## src/rtl/fatori_err_collector.sv

```systemverilog
// fatori_err_collector: edge-counts M-of-N monitor errors, escalates minor/major alerts, clear handshake.
module fatori_err_collector #(
  parameter int NUM_MON    = 4,
  parameter int CNT_W      = 8,
  parameter int MIN_THRESH = 16
) (
  input  logic                     clk_i,
  input  logic                     rst_i,
  input  logic [NUM_MON-1:0]       min_err_i,
  input  logic [NUM_MON-1:0]       maj_err_i,
  input  logic                     clr_req_i,
  output logic                     clr_ack_o,
  input  logic [$clog2(NUM_MON):0] rd_sel_i,
  output logic [CNT_W-1:0]         rd_cnt_o,
  output logic                     alert_minor_o,
  output logic                     alert_major_o,
  output logic [NUM_MON-1:0]       maj_src_o,
  output logic [1:0]               state_o
);
  localparam int TW = CNT_W + 4;
  localparam int SW = $clog2(NUM_MON) + 1;
  localparam int IW = NUM_MON > 1 ? $clog2(NUM_MON) : 1;
  localparam logic [SW-1:0] NM = SW'(NUM_MON);
  localparam logic [TW-1:0] TH = TW'(MIN_THRESH);
  typedef enum logic [1:0] {OK = 2'd0, MINOR = 2'd1, MAJOR = 2'd2, CLEAR = 2'd3} state_t;
  state_t              state_q, state_d;
  logic [NUM_MON-1:0]  min_q, maj_q, min_e, maj_e, maj_src_q, maj_src_d;
  logic [CNT_W-1:0]    cnt_q [NUM_MON];
  logic [CNT_W-1:0]    cnt_d [NUM_MON];
  logic [TW-1:0]       tot_q, tot_d;
  logic [TW:0]         sum;
  logic [CNT_W-1:0]    rd_q;
  logic                clr, go_clr, blk_q, ack_q, alert_q;
  always_comb begin
    min_e  = min_err_i & ~min_q;
    maj_e  = maj_err_i & ~maj_q;
    clr    = state_q == CLEAR;
    go_clr = !clr && clr_req_i && !blk_q;
    sum    = clr ? '0 : {1'b0, tot_q};
    for (int k = 0; k < NUM_MON; k++) begin
      sum      = sum + (TW+1)'(min_e[k]);
      cnt_d[k] = clr ? CNT_W'(min_e[k]) : cnt_q[k] + CNT_W'(min_e[k] && cnt_q[k] != '1);
    end
    tot_d     = sum[TW] ? '1 : sum[TW-1:0];
    maj_src_d = (clr ? '0 : maj_src_q) | maj_e;
    // clear wins over everything; major outranks minor and both are sticky until cleared
    state_d   = clr ? OK :
                go_clr ? CLEAR :
                (state_q == MAJOR || |maj_src_q) ? MAJOR :
                (state_q == MINOR || tot_q >= TH) ? MINOR : OK;
  end
  always_ff @(posedge clk_i) begin
    if (rst_i) begin
      state_q   <= OK;
      min_q     <= '0;
      maj_q     <= '0;
      maj_src_q <= '0;
      cnt_q     <= '{default: '0};
      tot_q     <= '0;
      blk_q     <= 1'b0;
      ack_q     <= 1'b0;
      alert_q   <= 1'b0;
      rd_q      <= '0;
    end else begin
      state_q   <= state_d;
      min_q     <= min_err_i;
      maj_q     <= maj_err_i;
      maj_src_q <= maj_src_d;
      cnt_q     <= cnt_d;
      tot_q     <= tot_d;
      blk_q     <= clr_req_i && (blk_q || clr);
      ack_q     <= go_clr;
      alert_q   <= !go_clr && tot_d >= TH;
      rd_q      <= rd_sel_i < NM ? cnt_q[rd_sel_i[IW-1:0]] : '0;
    end
  end
  assign clr_ack_o     = ack_q;
  assign rd_cnt_o      = rd_q;
  assign alert_minor_o = alert_q;
  assign alert_major_o = |maj_src_q;
  assign maj_src_o     = maj_src_q;
  assign state_o       = state_q;
endmodule

```

## config.mk

```make
export PLATFORM = sky130hd
export DESIGN_NAME = fatori_err_collector
export DESIGN_NICKNAME = d
export VERILOG_FILES = /design/src/rtl/fatori_err_collector.sv
export SDC_FILE = /design/constraint.sdc
export NUM_CORES = 1
export LEC_CHECK = 0
export ABC_CLOCK_PERIOD_IN_PS = 4620
export CELL_PAD_IN_SITES_DETAIL_PLACEMENT = 1
export CELL_PAD_IN_SITES_GLOBAL_PLACEMENT = 1
export CORE_MARGIN = 2
export CORE_UTILIZATION = 43
export DETAILED_ROUTE_END_ITERATION = 10
export PLACE_DENSITY = 0.75
export SYNTH_ARGS = -nofsm -noshare
export SYNTH_HDL_FRONTEND = slang
export SYNTH_SLANG_ARGS = --single-unit
```

## constraint.sdc

```tcl
create_clock -name clk_i -period 4.62 [get_ports clk_i]
set_input_delay 0.924 -clock clk_i [delete_from_list [all_inputs] [get_ports clk_i]]
set_output_delay 0.924 -clock clk_i [all_outputs]
set_load 0.05 [all_outputs]
```

# Yosys cells after proc, flatten, opt, wreduce, memory -nomap -nowiden

Index checks and enable logic that the tools add are counted.

Flip-flop bits (word level): 69
Output and inout port bits: 17
Bits of input ports: 14
Logic and storage cells: 73

Reductions and logical operators: 17
Add/sub/neg operators: 8
Bitwise logic cells: 7
Equality and inequality tests: 7
Muxes and demuxes: 13
$lt $le $gt $ge: 4

Operators by type and width:

| kind                | number |
|---|---|
| $add 13x1->13       | 3 |
| $add 8x1->8         | 4 |
| $ne 8x8->1 const B  | 4 |
| $ge 12x5->1 const B | 2 |
| $mux 12             | 2 |
| $bmux 8 s2          | 1 |
| $mux 8              | 2 |
| $add 12x1->13       | 1 |
| $and 4x4->4         | 2 |
| $logic_and 1x1->1   | 8 |
| $not 4->4           | 2 |
| $mux 1              | 5 |
| $eq 2x2->1 const B  | 2 |
| $mux 2              | 2 |
| $mux 4              | 1 |
| $or 4x4->4          | 1 |
| $reduce_or 2->1     | 2 |
| $reduce_or 4->1     | 1 |
| $ge 3x3->1 const B  | 1 |
| $logic_not 1->1     | 3 |
| $logic_or 1x1->1    | 3 |
| $lt 3x3->1 const B  | 1 |
| $not 2->3           | 1 |
| $eq 2x1->1 const B  | 1 |
| $not 1->1           | 1 |

# Longest topological paths before layout

Gate-level depths: netlist of run 1.

Depth in word-level cells: 9
Gate-level depth with buffers: 12
Gate-level depth less buffers: 11

# Worst setup path before layout of run 1

No wires, ideal clock.

Path type: input port to flip-flop
From: in min_err_i[0]
To: reg alert_q (netlist: alert_minor_o)
Path slack: 0.973 ns
Stages on the path: 12
Path buffers: 1
Data arrival time: 3.520 ns
Required time: 4.493 ns
Library setup time: 0.127 ns
Path through: nor2b_1 > fa_1 > inv_1 > fa_1 > fa_1 > and3b_1 > buf_4 > nand4_1 > mux2i_1 > inv_1 > nor4_1 > a21oi_1

Word-level cells in the longest chain between the ends: 8

RTL lines:

| item                       | line | source |
|---|---|---|
| start: declaration         | 9    | `input logic [NUM_MON-1:0] min_err_i,` |
| $and 4x4->4                | 35   | `min_e = min_err_i & ~min_q;` |
| $add 12x1->13              | 41   | `sum = sum + (TW+1)'(min_e[k]);` |
| $add 13x1->13 (3 in a row) | 41   |  |
| $mux 12                    | 44   | `tot_d = sum[TW] ? '1 : sum[TW-1:0];` |
| $ge 12x5->1                | 73   | `alert_q <= !go_clr && tot_d >= TH;` |
| $logic_and 1x1->1          | 73   |  |
| end signal: assignment     | 62   | `alert_q <= 1'b0;` |
| end signal: assignment     | 73   |  |
| end: declaration           | 33   | `logic clr, go_clr, blk_q, ack_q, alert_q;` |

No other way between the ends.
A chain may end at the register's enable or synchronous reset.

# Final worst setup path of run 1

Same ends and word-level chain as after synthesis.

==> results of run 1 <==
## cell usage after synthesis (all sizes together), types with 2 or more instances
cell	number	area (um^2)
xor2	15	131
dfxtp	69	1380
xnor2	13	114
nand4	6	37.5
mux4	8	180
nor3	2	10.0
nand2b	5	31.3
or3	6	37.5
inv	9	33.8
and3	6	42.5
ha	9	113
nor2	31	116
nor4	2	12.5
a22o	4	35.0
nand2	28	105
fa	3	60.1
nor2b	20	125
and2	9	58.8
nand3	18	95.1
mux2i	3	30.0
o21a	2	15.0
buf	5	32.5
o21ai	7	35.0
a21oi	22	110
clkbuf	9	33.8
## layer usage
metal / wire length (um) / up-vias / global-route usage
met4: 51 / 0 / 0.0496
met5: 0 / - / 0
met2: 3390 / 33 / 0.335
met1: 3110 / 1137 / 0.236
li1: - / 1159 / -
met3: 179 / 5 / 0.0504
## power breakdown
part / internal [W] / switching, W / total (W)
sequential: 0.000621 / 0.0000169 / 0.000638
combinational: 0.0000668 / 0.0000867 / 0.000154
clock: 0.000205 / 0.000213 / 0.000419
total: 0.000893 / 0.000317 / 0.00121
## cell type report
type / instances / area (um^2)
clock buffer: 13 / 149
clock inverter: 2 / 10.0
fill: 790 / 3260
inverter: 9 / 33.8
multi-input combinational: 231 / 1590
sequential: 69 / 1380
tap: 96 / 120
timing repair buffer: 33 / 323
## critical path, stage by stage
cell                              delay [ns]
sky130_fd_sc_hd__clkdlybuf4s50_1        0.40
sky130_fd_sc_hd__nor2b_1                0.18
sky130_fd_sc_hd__fa_1                   0.54
sky130_fd_sc_hd__inv_1                  0.05
sky130_fd_sc_hd__fa_1                   0.46
sky130_fd_sc_hd__fa_1                   0.42
sky130_fd_sc_hd__and3b_1                0.24
sky130_fd_sc_hd__nand4_1                0.13
sky130_fd_sc_hd__mux2i_1                0.24
sky130_fd_sc_hd__inv_1                  0.07
sky130_fd_sc_hd__nor4_1                 0.27
sky130_fd_sc_hd__a21oi_1                0.09
## worst max-delay path by stage
stage	cells past startpoint	slack, ns	from	end
after floorplan	12	0.97	min_err_i[0]	alert_minor_o$_SDFF_PP0_
after global placement	12	0.56	min_err_i[0]	alert_minor_o$_SDFF_PP0_
after detailed placement	12	0.46	min_err_i[0]	alert_minor_o$_SDFF_PP0_
after CTS	12	0.83	min_err_i[0]	alert_minor_o$_SDFF_PP0_
after global routing	12	0.66	min_err_i[0]	alert_minor_o$_SDFF_PP0_
final	12	0.83	min_err_i[0]	alert_minor_o$_SDFF_PP0_
## logic make-up (layout without fill, tap and decap cells)
family / count (synthesis) / count (layout) / share of synthesized area
AOI/OAI and AO/OA: 41 / 41 / 0.0786
xor gates and xnor gates: 28 / 28 / 0.0798
adders and majority gates: 12 / 12 / 0.0562
buffers and inverters: 23 / 57 / 0.0326
DFF: 69 / 69 / 0.450
muxes: 12 / 12 / 0.0721
and+or+nand+nor: 138 / 138 / 0.231
## sequential cells by signal, indices dropped and copies added (netlist names)
signal	count
cnt_q	32
tot_q	12
rd_cnt_o	8
maj_q	4
maj_src_o	4
min_q	4
state_o	2
alert_minor_o	1
blk_q	1
clr_ack_o	1
## through the flow
step                setup slack (ns)  hold slack (ns)  power, W
floorplan                      0.973            0.446  0.000756
global placement               0.556            0.449  0.000801
detailed placement             0.461            0.463  0.000808
CTS                            0.830            0.479   0.00123
global route                   0.659            0.501   0.00127
finish                         0.827            0.474   0.00121
==> results.txt, run 1 <==
The flow ran to the end, and the final reports show no timing, DRC or antenna violations. The sum of net half-perimeters after detailed placement came out at 5.01 mm. The clock net in this run drives a total of 69 sinks.

The final count of pins violating max slew is 0. The placed instance area came out at 3450 um^2. The worst hold path endpoint is maj_src_o[2]$_SDFF_PP0_. The synthesis-to-layout area growth is 17.4%. The share of final-layout standard cells stronger than drive strength 1 came out at 0.0756. The number of placed instances with taps included came out at roughly 440. On the final layout, the worst clock skew is 0.00988 ns. The remaining number of nets flagged by the antenna check after routing came out at 0. The count of cells along the worst hold path is 2.

The deepest clock path buffer count came out at 2. The count of cell types in the netlist came out at 41. The detailed-routing iteration count for the pre-antenna-repair pass came out at 5. TritonCTS built the clock tree.

The number of antenna violations at the first check in global routing is 0. The worst-case headroom to the max-slew limit is 0.525. The number of hold violations in the final report came out at 0. Dividing the detail-routed via count by the number of cells gives just over 5. The port buffer count came out at 30. The reg-to-reg endpoint is alert_minor_o$_SDFF_PP0_. The highest net fanout along the worst path is 3. The routed wire length per instance is between 10 and 15 um. For the pin with the worst max-slew slack, the measured transition is about 0.71 ns. Yosys mapped a number of flops with a built-in enable equal to 0. The Yosys step of the flow raised 0 warnings. The DRC violations left came out at 0. VDD sags by at most 0.217 mV. Detailed routing inserted a total of 2334 vias. The startpoint of the most critical register-to-register path is min_q[0]$_SDFF_PP0_.

For this run, the number of standard cells in the final layout without fillers is 453. The number of buffers added by the clock tree synthesis step is 9. The time the worst path needs with I/O delays and setup is roughly 3.8 ns. The effective utilization at floorplan is 0.447. The I/O pin count came out at 31.

The top cell types in the final layout, fill and taps aside, are sky130_fd_sc_hd__dfxtp_1, sky130_fd_sc_hd__nor2_1, sky130_fd_sc_hd__clkdlybuf4s50_1. The leakage power figure is roughly 1.4 nW. The number of endpoints failing setup at the final stage is 0. The antenna diode count came out at 0. Across all register-to-register paths, the minimum setup slack is 1.61 ns. After synthesis, the mean cell area works out to 9.51 um^2. The number of instances in the synthesized netlist came out at approximately 320. The final design area excluding fillers came out at about 3600 um^2.

The required arrival time at the worst endpoint is slightly below 5 ns. The most frequent standard cell in the layout excluding fill and tap cells is sky130_fd_sc_hd__dfxtp_1. The placeable core area came out at 6870 um^2. The net count of the mapped netlist is 349. At the worst endpoint, the arrival time is between 4 and 5 ns. The register bit total from synthesis came out at 69. The post-layout net count is 379. After clock tree synthesis, the clock-pin slew on the worst setup and hold paths is 0.07 ns. The die width is 88.5 um. The period utilization is 0.821.

The classification of the worst-slack hold path is flop to flop. The floorplan has 30 rows. The number of resized instances in the post-cts repair step came out at 0. The placer's final routability congestion estimate came out at about 0.83.

Of the synthesized area, sequential elements account for 0.450. After synthesis, the share of flip-flops with an asynchronous set or reset is 0. The areal power density over the cells came out at between 300 and 400 nW/um^2. The number of global-route vias before repair came out at 2392.

The cell area after synthesis is 3070 um^2. Setup repair after global routing left no endpoint under its margin. The buffers inserted during post-CTS setup optimization is 0. The source of the worst hold timing path is maj_q[2]$_SDFF_PP0_.

Clock tree synthesis selected as its root buffer the cell sky130_fd_sc_hd__clkbuf_8. Summed over all layers, the global routing overflow is 0. The worst setup path is launched from an input port. The number of max-cap violations is 0. Summed over all layers, the routed wires come to 6.72 mm. The combined global-route utilization of all metal layers came out at 0.192. The insertion delay of the later-clocked pin in the worst-skew pair came out at roughly 0.35 ns. Among all flip-flop cells after synthesis, the most frequent one is sky130_fd_sc_hd__dfxtp_1. The pin count of the biggest net entering global routing is 28.

The length in cells of the worst reg-to-reg path came out at 11. The post-layout utilization of the core came out at 0.525. The die area is 7840 um^2. The worst setup path is of the input port to flop kind. The violation count after the first detailed-routing iteration is 64. The H-tree level count is 3. The first-pass GRT wire length came out at 11.5 mm. The highest attainable clock frequency came out at approximately 0.26 GHz. The category of the worst setup path capture point is a flop. The aggregate negative setup slack is 0 ns. The hold-fix buffer count after cts came out at 0.

The die span in y came out at 88.5 um.
No activity file was read; power rests on OpenSTA's default activity.
==> run 2: changes to the inputs <==
--- a/config.mk
+++ b/config.mk
@@ -5,7 +5,7 @@
 export SDC_FILE = /design/constraint.sdc
 export NUM_CORES = 1
 export LEC_CHECK = 0
-export ABC_CLOCK_PERIOD_IN_PS = 4620
+export ABC_CLOCK_PERIOD_IN_PS = 3500
 export CELL_PAD_IN_SITES_DETAIL_PLACEMENT = 1
 export CELL_PAD_IN_SITES_GLOBAL_PLACEMENT = 1
 export CORE_MARGIN = 2
==> constraint.sdc (replaced) <==
create_clock -name clk_i -period 3.5 [get_ports clk_i]
set_input_delay 0.7 -clock clk_i [delete_from_list [all_inputs] [get_ports clk_i]]
set_output_delay 0.7 -clock clk_i [all_outputs]
set_load 0.05 [all_outputs]
==> results.txt, run 2 (synthesis results as in run 1) <==
TritonCTS built the clock tree. The highest net fanout along the worst path came out at 2 (-1). The power after layout is 0.00162 W (+34%). The die width is 88.5 um (unchanged). The detail-routed via count per cell came to 5.24 (+1.7%). The H-tree level count is 3 (unchanged). The I/O pin count came to 31 (unchanged).

The most frequent standard cell in the layout excluding fill and tap cells is sky130_fd_sc_hd__dfxtp_1. The routed wire length per instance is 15.3 um (+2.9%). The number of endpoints failing setup at the final stage came out at 0 (unchanged).

The number of buffers added by the clock tree synthesis step came to 9 (unchanged). The highest cell delay on the worst timing path came out at 0.52 ns (-0.02 ns). The clock transition at the registers of the reported paths came out at 0.07 ns (about the same).

The sum of net half-perimeters after detailed placement came out at 5.11 mm (+2.0%). The placed instance area was 3500 um^2 (+1.5%). The effective utilization at floorplan was 0.447 (unchanged). STA classifies the critical path startpoint as an input port. In the layout the commonest cells are sky130_fd_sc_hd__dfxtp_1, sky130_fd_sc_hd__nor2_1, sky130_fd_sc_hd__nand2_1.

The areal power density over the cells was 436 nW/um^2 (+30%). The length of routed met3 wiring came out at 189 um (+5.6%). The final design area excluding fillers is 3720 um^2 (+3.2%). The number of sinks driven by the clock tree is 69 (unchanged). The placeable core area came out at 6870 um^2 (unchanged). The DRC violations left came out at 0 (unchanged). Setup repair after global routing left no endpoint under its margin. The combined global-route utilization of all metal layers came to 0.195 (+0.00332).

The deepest clock path buffer count is 2 (unchanged). The total number of vias is 2415 (+3.5%). The combined buffer and inverter count along the critical path was 3 (unchanged). The worst vdd rail ir drop came out at 0.252 mV (+16%). The required arrival time at the worst endpoint is 3.72 ns (-1.12 ns). The routed length on met1 came out at 3.15 mm (+1.2%). The routed wire length came out at 7.04 mm (+4.7%). The register containing the most flip-flops in the final layout is cnt_q.

The violation count after the first detailed-routing iteration is 91 (+42%). The first-pass GRT wire length came to 11.7 mm (+1.3%). The final count of pins violating max slew came out at 0 (unchanged). The number of hold violations in the final report is 0 (unchanged).

The placer's final routability congestion estimate came out at 0.842 (+1.9%). The worst setup margin came out at 0.381 ns (-0.446 ns). The detailed-routing iteration count for the pre-antenna-repair pass is 4 (-1). The slew at the pin closest to its max-slew limit is 0.760 ns (+0.0495 ns). The run finished with clean final reports.

Compared with the post-synthesis result, the final layout area differs by 21.2%. The worst setup timing slack at the placement stage came out at -0.388 ns (-0.849 ns). The post-layout net count came out at 388 (+2.4%).

The number of antenna violations at the first check in global routing came out at 0 (unchanged). The number of non-filler instances in the completed layout is 461 (+1.8%). The pin count of the biggest net entering global routing is 27 (-3.6%). The leakage power figure is 1.47 nW (+6.7%). The number of max-cap violations came to 0 (unchanged). The insertion delay of the later-clocked pin in the worst-skew pair came to 0.33 ns (-0.02 ns). The arrival time of data at the critical path endpoint is 3.34 ns (-0.68 ns). The post-layout utilization of the core came to 0.542 (+0.0169). The time the worst path needs with I/O delays and setup is 3.12 ns. The worst setup path is captured at a flop.

The hold-fix buffer count after cts came out at 0 (unchanged). The highest-delay cell along the critical path is sky130_fd_sc_hd__fa_1. After detailed routing, no signal wire sits above met4. The root buffer cell is sky130_fd_sc_hd__clkbuf_8. The number of flip-flops under the largest register name is 32 (unchanged). The number of global-route vias before repair is 2423 (+1.3%). The share of final-layout standard cells stronger than drive strength 1 was 0.121 (+0.0449).

The number of placed instances with taps included is 445 (+1.6%). The period utilization came out at 0.891. Walking the worst path, the cells encountered are dlymetal6s2s_1, nor2b_4, fa_1, inv_1, fa_2, fa_2, and3b_2, nand4_1, mux2i_1, inv_1, nor4_2, a21oi_1. The antenna diode count is 0 (unchanged). The worst-case headroom to the max-slew limit was 0.494 (-0.0312). The die area is 7840 um^2 (unchanged). The layout filler cell count came out at 805 (+1.9%). The floorplan row count came out at 30 (unchanged). The port buffer count is 30 (unchanged). The global route total overflow came out at 0 (unchanged). In this run the worst hold path is classified as flop to flop. The critical path is of the input port to flop type. The die span in y came out at 88.5 um (unchanged). The wire length on met2 is 3.54 mm (+4.5%). The worst clock skew on the final layout is 0.00443 ns (-0.00544 ns). The highest attainable clock frequency came out at 0.321 GHz.

The remaining number of nets flagged by the antenna check after routing is 0 (unchanged). The cell family contributing the most delay on the critical path is adder cells.
## run 2: area by class of cell
class / instances / area (um^2) / area share
clock buffer: 12 / 155 / 0.0417
clock inverter: 2 / 10.0 / 0.00269
inverter: 9 / 33.8 / 0.00907
multi-input combinational: 231 / 1630 / 0.437
sequential: 69 / 1380 / 0.371
tap: 96 / 120 / 0.0322
timing repair buffer: 42 / 398 / 0.107
## run 2: routing by layer
| metal | up-vias | GRT usage |
|---|---|---|
| met4 | 0 | 0.0675 |
| met2 | 36 | 0.336 |
| met1 | 1186 | 0.233 |
| li1 | 1177 | - |
| met3 | 16 | 0.0560 |
| met5 | - | 0 |
## run 2: final timing paths
kind / to / start / slack (ns) / cells past startpoint
setup / recovery: alert_minor_o$_SDFF_PP0_ / min_err_i[0] / 0.38 / 12
hold / removal: maj_src_o[2]$_SDFF_PP0_ / maj_q[2]$_SDFF_PP0_ / 0.48 / 2
setup reg to reg: alert_minor_o$_SDFF_PP0_ / min_q[0]$_SDFF_PP0_ / 0.61 / 11
hold reg to reg: maj_src_o[2]$_SDFF_PP0_ / maj_q[2]$_SDFF_PP0_ / 0.48 / 2
## run 2: through the flow
step,TNS (ns),hold WS [ns]
detailed placement,-2.47,0.463
CTS,0,0.480
finish,0,0.477
global placement,-1.61,0.451
floorplan,0,0.446
global route,0,0.507
## run 2: timing repair
action | CTS | global route
resized for setup | 0 | 13
hold endpoints to repair | 0 | 0
setup endpoints to repair | 1 | 3
setup buffers | 0 | 2
pin swaps | 1 | 5
## run 2: worst register-to-register path, delay by kind of cell, from the launching register on
family                     cells  cell delay, ns
AOI/OAI and AO/OA              1            0.09
adders and majority gates      3            1.27
and+or+nand+nor                4            0.68
buffers and inverters          2            0.13
DFF                            1            0.35
muxes                          1            0.23
## run 2: power by group
| part | switching (W) | internal [W] | leakage (nW) |
|---|---|---|---|
| sequential | 0.0000229 | 0.000820 | 0.562 |
| combinational | 0.000121 | 0.000102 | 0.823 |
| clock | 0.000274 | 0.000286 | 0.0881 |
| total | 0.000418 | 0.00121 | 1.47 |
==> run 3: changes to the inputs <==
--- a/config.mk
+++ b/config.mk
@@ -12,6 +12,7 @@
 export CORE_UTILIZATION = 43
 export DETAILED_ROUTE_END_ITERATION = 10
 export PLACE_DENSITY = 0.75
+export SETUP_SLACK_MARGIN = 0.5
 export SYNTH_ARGS = -nofsm -noshare
 export SYNTH_HDL_FRONTEND = slang
 export SYNTH_SLANG_ARGS = --single-unit
==> results.txt, run 3 (synthesis results as in run 1) <==
The length in cells of the worst reg-to-reg path is 11 (unchanged). The design internal power came out at 0.00127 W (+5.1%). The time the worst path needs with I/O delays and setup is 2.96 ns (-0.163 ns). The critical path starts at min_err_i[3]. Leaving out fill and tap cells, the most frequent cells in the layout are sky130_fd_sc_hd__dfxtp_1, sky130_fd_sc_hd__nor2_1, sky130_fd_sc_hd__nand2_1. Setup repair after global routing could not meet its margin everywhere.

The number of placed instances with taps included came out at 447 (+0.45%). The number of sinks driven by the clock tree was 69 (unchanged). The die width is 88.5 um (unchanged). The clock power share is 0.371 (+0.027). The placer's final routability congestion estimate came out at 0.793 (-5.8%). The DRC violations left is 0 (unchanged). The combined buffer and inverter count along the critical path was 3 (unchanged). The routed wire length per instance came out at 15.5 um (+1.8%). The violation count after the first detailed-routing iteration came to 69 (-24%). The net switching power of the design is 0.000453 W (+8.4%). The footprint of the flip-flops and latches came out at 1380 um^2 (unchanged). The sum of net half-perimeters after detailed placement came to 5.25 mm (+2.8%). The leakage power figure came out at 1.48 nW (+0.40%). CTS placed an instance of sky130_fd_sc_hd__clkbuf_8 at the clock tree root. The number of flip-flops under the largest register name came out at 32 (unchanged). The worst setup timing slack at the placement stage is -0.184 ns (+0.205 ns). The antenna diode count came out at 0 (unchanged).

The final count of pins violating max slew is 0 (unchanged). The number of endpoints failing setup at the final stage is 0 (unchanged). The remaining number of nets flagged by the antenna check after routing is 0 (unchanged). The effective utilization at floorplan is 0.447 (unchanged). The share of final-layout standard cells stronger than drive strength 1 is 0.146 (+0.0254). The flow ran to the end, and the final reports show no timing, DRC or antenna violations. The placeable core area is 6870 um^2 (unchanged).

The share of total power consumed by net switching came out at 0.263 (+0.00598). The cell family contributing the most delay on the critical path is adder cells. The worst setup margin was 0.544 ns (+0.163 ns). The port buffer count came out at 30 (unchanged).

The dominant cell type by count on the critical path is sky130_fd_sc_hd__fa_2. The period utilization is 0.845 (-0.0465). The instance count on the critical path is 12 (unchanged). The number of max-cap violations came out at 0 (unchanged). The total number of vias is 2395 (-0.83%).

The detail-routed via count per cell is 5.14 (-1.9%). The hold slack was 0.479 ns (+0.00218 ns). The highest attainable clock frequency is 0.338 GHz (+5.5%). The critical path is of the input port to flop type. The clock transition at the registers of the reported paths is 0.07 ns (about the same). The aggregate negative setup slack came to 0 ns (unchanged). The global route total overflow came to 0 (unchanged).

The slew at the pin closest to its max-slew limit is 0.721 ns (-0.0387 ns). The largest individual stage delay along the critical path comes from the cell sky130_fd_sc_hd__fa_1. The worst setup path is captured at a flop.

The worst-case headroom to the max-slew limit is 0.518 (+0.0241). The layout filler cell count is 799 (-0.75%). The floorplan row count came out at 30 (unchanged). The highest net fanout along the worst path is 2 (unchanged). The die area is 7840 um^2 (unchanged). The die span in y is 88.5 um (unchanged). The sequential share of power is 0.490 (-0.029).

The signal on the critical path passes through buf_6, nor2b_4, fa_1, inv_2, fa_2, fa_2, and3b_1, nand4_1, mux2i_1, inv_1, nor4_2, a21oi_1. The number of antenna violations at the first check in global routing came to 0 (unchanged). The H-tree level count came to 3 (unchanged).

The combined global-route utilization of all metal layers came out at 0.199 (+0.00402). The hold-fix buffer count after cts came out at 0 (unchanged). The areal power density over the cells is 455 nW/um^2 (+4.2%).

The worst vdd rail ir drop is 0.210 mV (-17%). The pin count of the biggest net entering global routing came out at 17 (-37%). The area of the multi-input gates is 1640 um^2 (+0.62%). The deepest clock path buffer count came out at 2 (unchanged). The count of cells along the worst hold path is 2 (unchanged). The worst clock skew on the final layout is 0.00490 ns (+0.000470 ns). The first-pass GRT wire length was 11.9 mm (+1.7%).

The insertion delay of the later-clocked pin in the worst-skew pair is 0.34 ns (about the same). The I/O pin count came to 31 (unchanged). The number of buffers added by the clock tree synthesis step is 9 (unchanged). More flip-flops sit in one register than any other, and that register is cnt_q. The most frequent standard cell in the layout excluding fill and tap cells is sky130_fd_sc_hd__dfxtp_1.

In this run the most critical hold path is launched from maj_q[3]$_SDFF_PP0_. TritonCTS built the clock tree. The worst setup path is launched from an input port.

The routed wire length is 7.24 mm (+2.9%). The detailed-routing iteration count for the pre-antenna-repair pass is 6 (+2). The number of non-filler instances in the completed layout is 466 (+1.1%). The required arrival time at the worst endpoint is 3.72 ns (about the same). The highest cell delay on the worst timing path is 0.55 ns (+0.03 ns). In this run the critical register-to-register path is launched from min_q[3]$_SDFF_PP0_. The synthesis-to-layout area growth came out at 23.2%. The number of hold violations in the final report came out at 0 (unchanged). The path class of the tightest hold or removal check is flop to flop. The post-layout utilization of the core is 0.551 (+0.00911). The number of global-route vias before repair is 2446 (+0.95%).

The arrival time of data at the critical path endpoint came out at 3.18 ns (-0.16 ns). The part of the total power dissipated in combinational logic is 0.139 (+0.002). The post-layout net count came out at 391 (+0.77%).
-- run 3: routing by layer --
layer | track usage | routed length (um) | up-vias | share of wire
li1 | - | - | 1183 | -
met1 | 0.249 | 3320 | 1167 | 0.46
met5 | 0 | 0 | - | 0
met3 | 0.0429 | 169 | 7 | 0.023
met2 | 0.340 | 3650 | 38 | 0.50
met4 | 0.0702 | 99 | 0 | 0.014
-- run 3: worst paths after layout --
path / endpoint / slack, ns
worst min register to register: maj_src_o[3]$_SDFF_PP0_ / 0.48
worst min-delay path: maj_src_o[3]$_SDFF_PP0_ / 0.48
worst max-delay path: alert_minor_o$_SDFF_PP0_ / 0.54
worst max register to register: alert_minor_o$_SDFF_PP0_ / 0.70
-- run 3: layout make-up --
type,count,share of cell area
tap,96,0.0317
multi-input combinational,231,0.432
clock buffer,14,0.0482
timing repair buffer,45,0.110
clock inverter,2,0.00396
inverter,9,0.00892
sequential,69,0.365
-- run 3: power groups by stage --
stage	Sequential, W	Combinational, W	Clock, W
final	0.000843	0.000240	0.000639
after global routing	0.000849	0.000264	0.000698
after CTS	0.000843	0.000228	0.000653
after detailed placement	0.000861	0.000223	0
after global placement	0.000860	0.000216	0
after floorplan	0.000882	0.000120	0
-- run 3: through the flow --
| step | power, W | cell area (um^2) |
|---|---|---|
| final | 0.00172 | 3790 |
| after global routing | 0.00181 | 3790 |
| after CTS | 0.00172 | 3750 |
| after detailed placement | 0.00108 | 3540 |
| after global placement | 0.00108 | 3540 |
| after floorplan | 0.00100 | 3100 |
-- run 3: tightest hold or removal path, stage by stage (launching register included) --
cell and delay [ns]:
sky130_fd_sc_hd__dfxtp_1 0.30, sky130_fd_sc_hd__inv_1 0.05, sky130_fd_sc_hd__a22o_1 0.11
-- run 3: timing repair --
item                       4_1_cts  5_1_grt
setup buffers                    2        1
pin swaps                        5        7
setup endpoints to repair       13        9
resized for setup               16        7
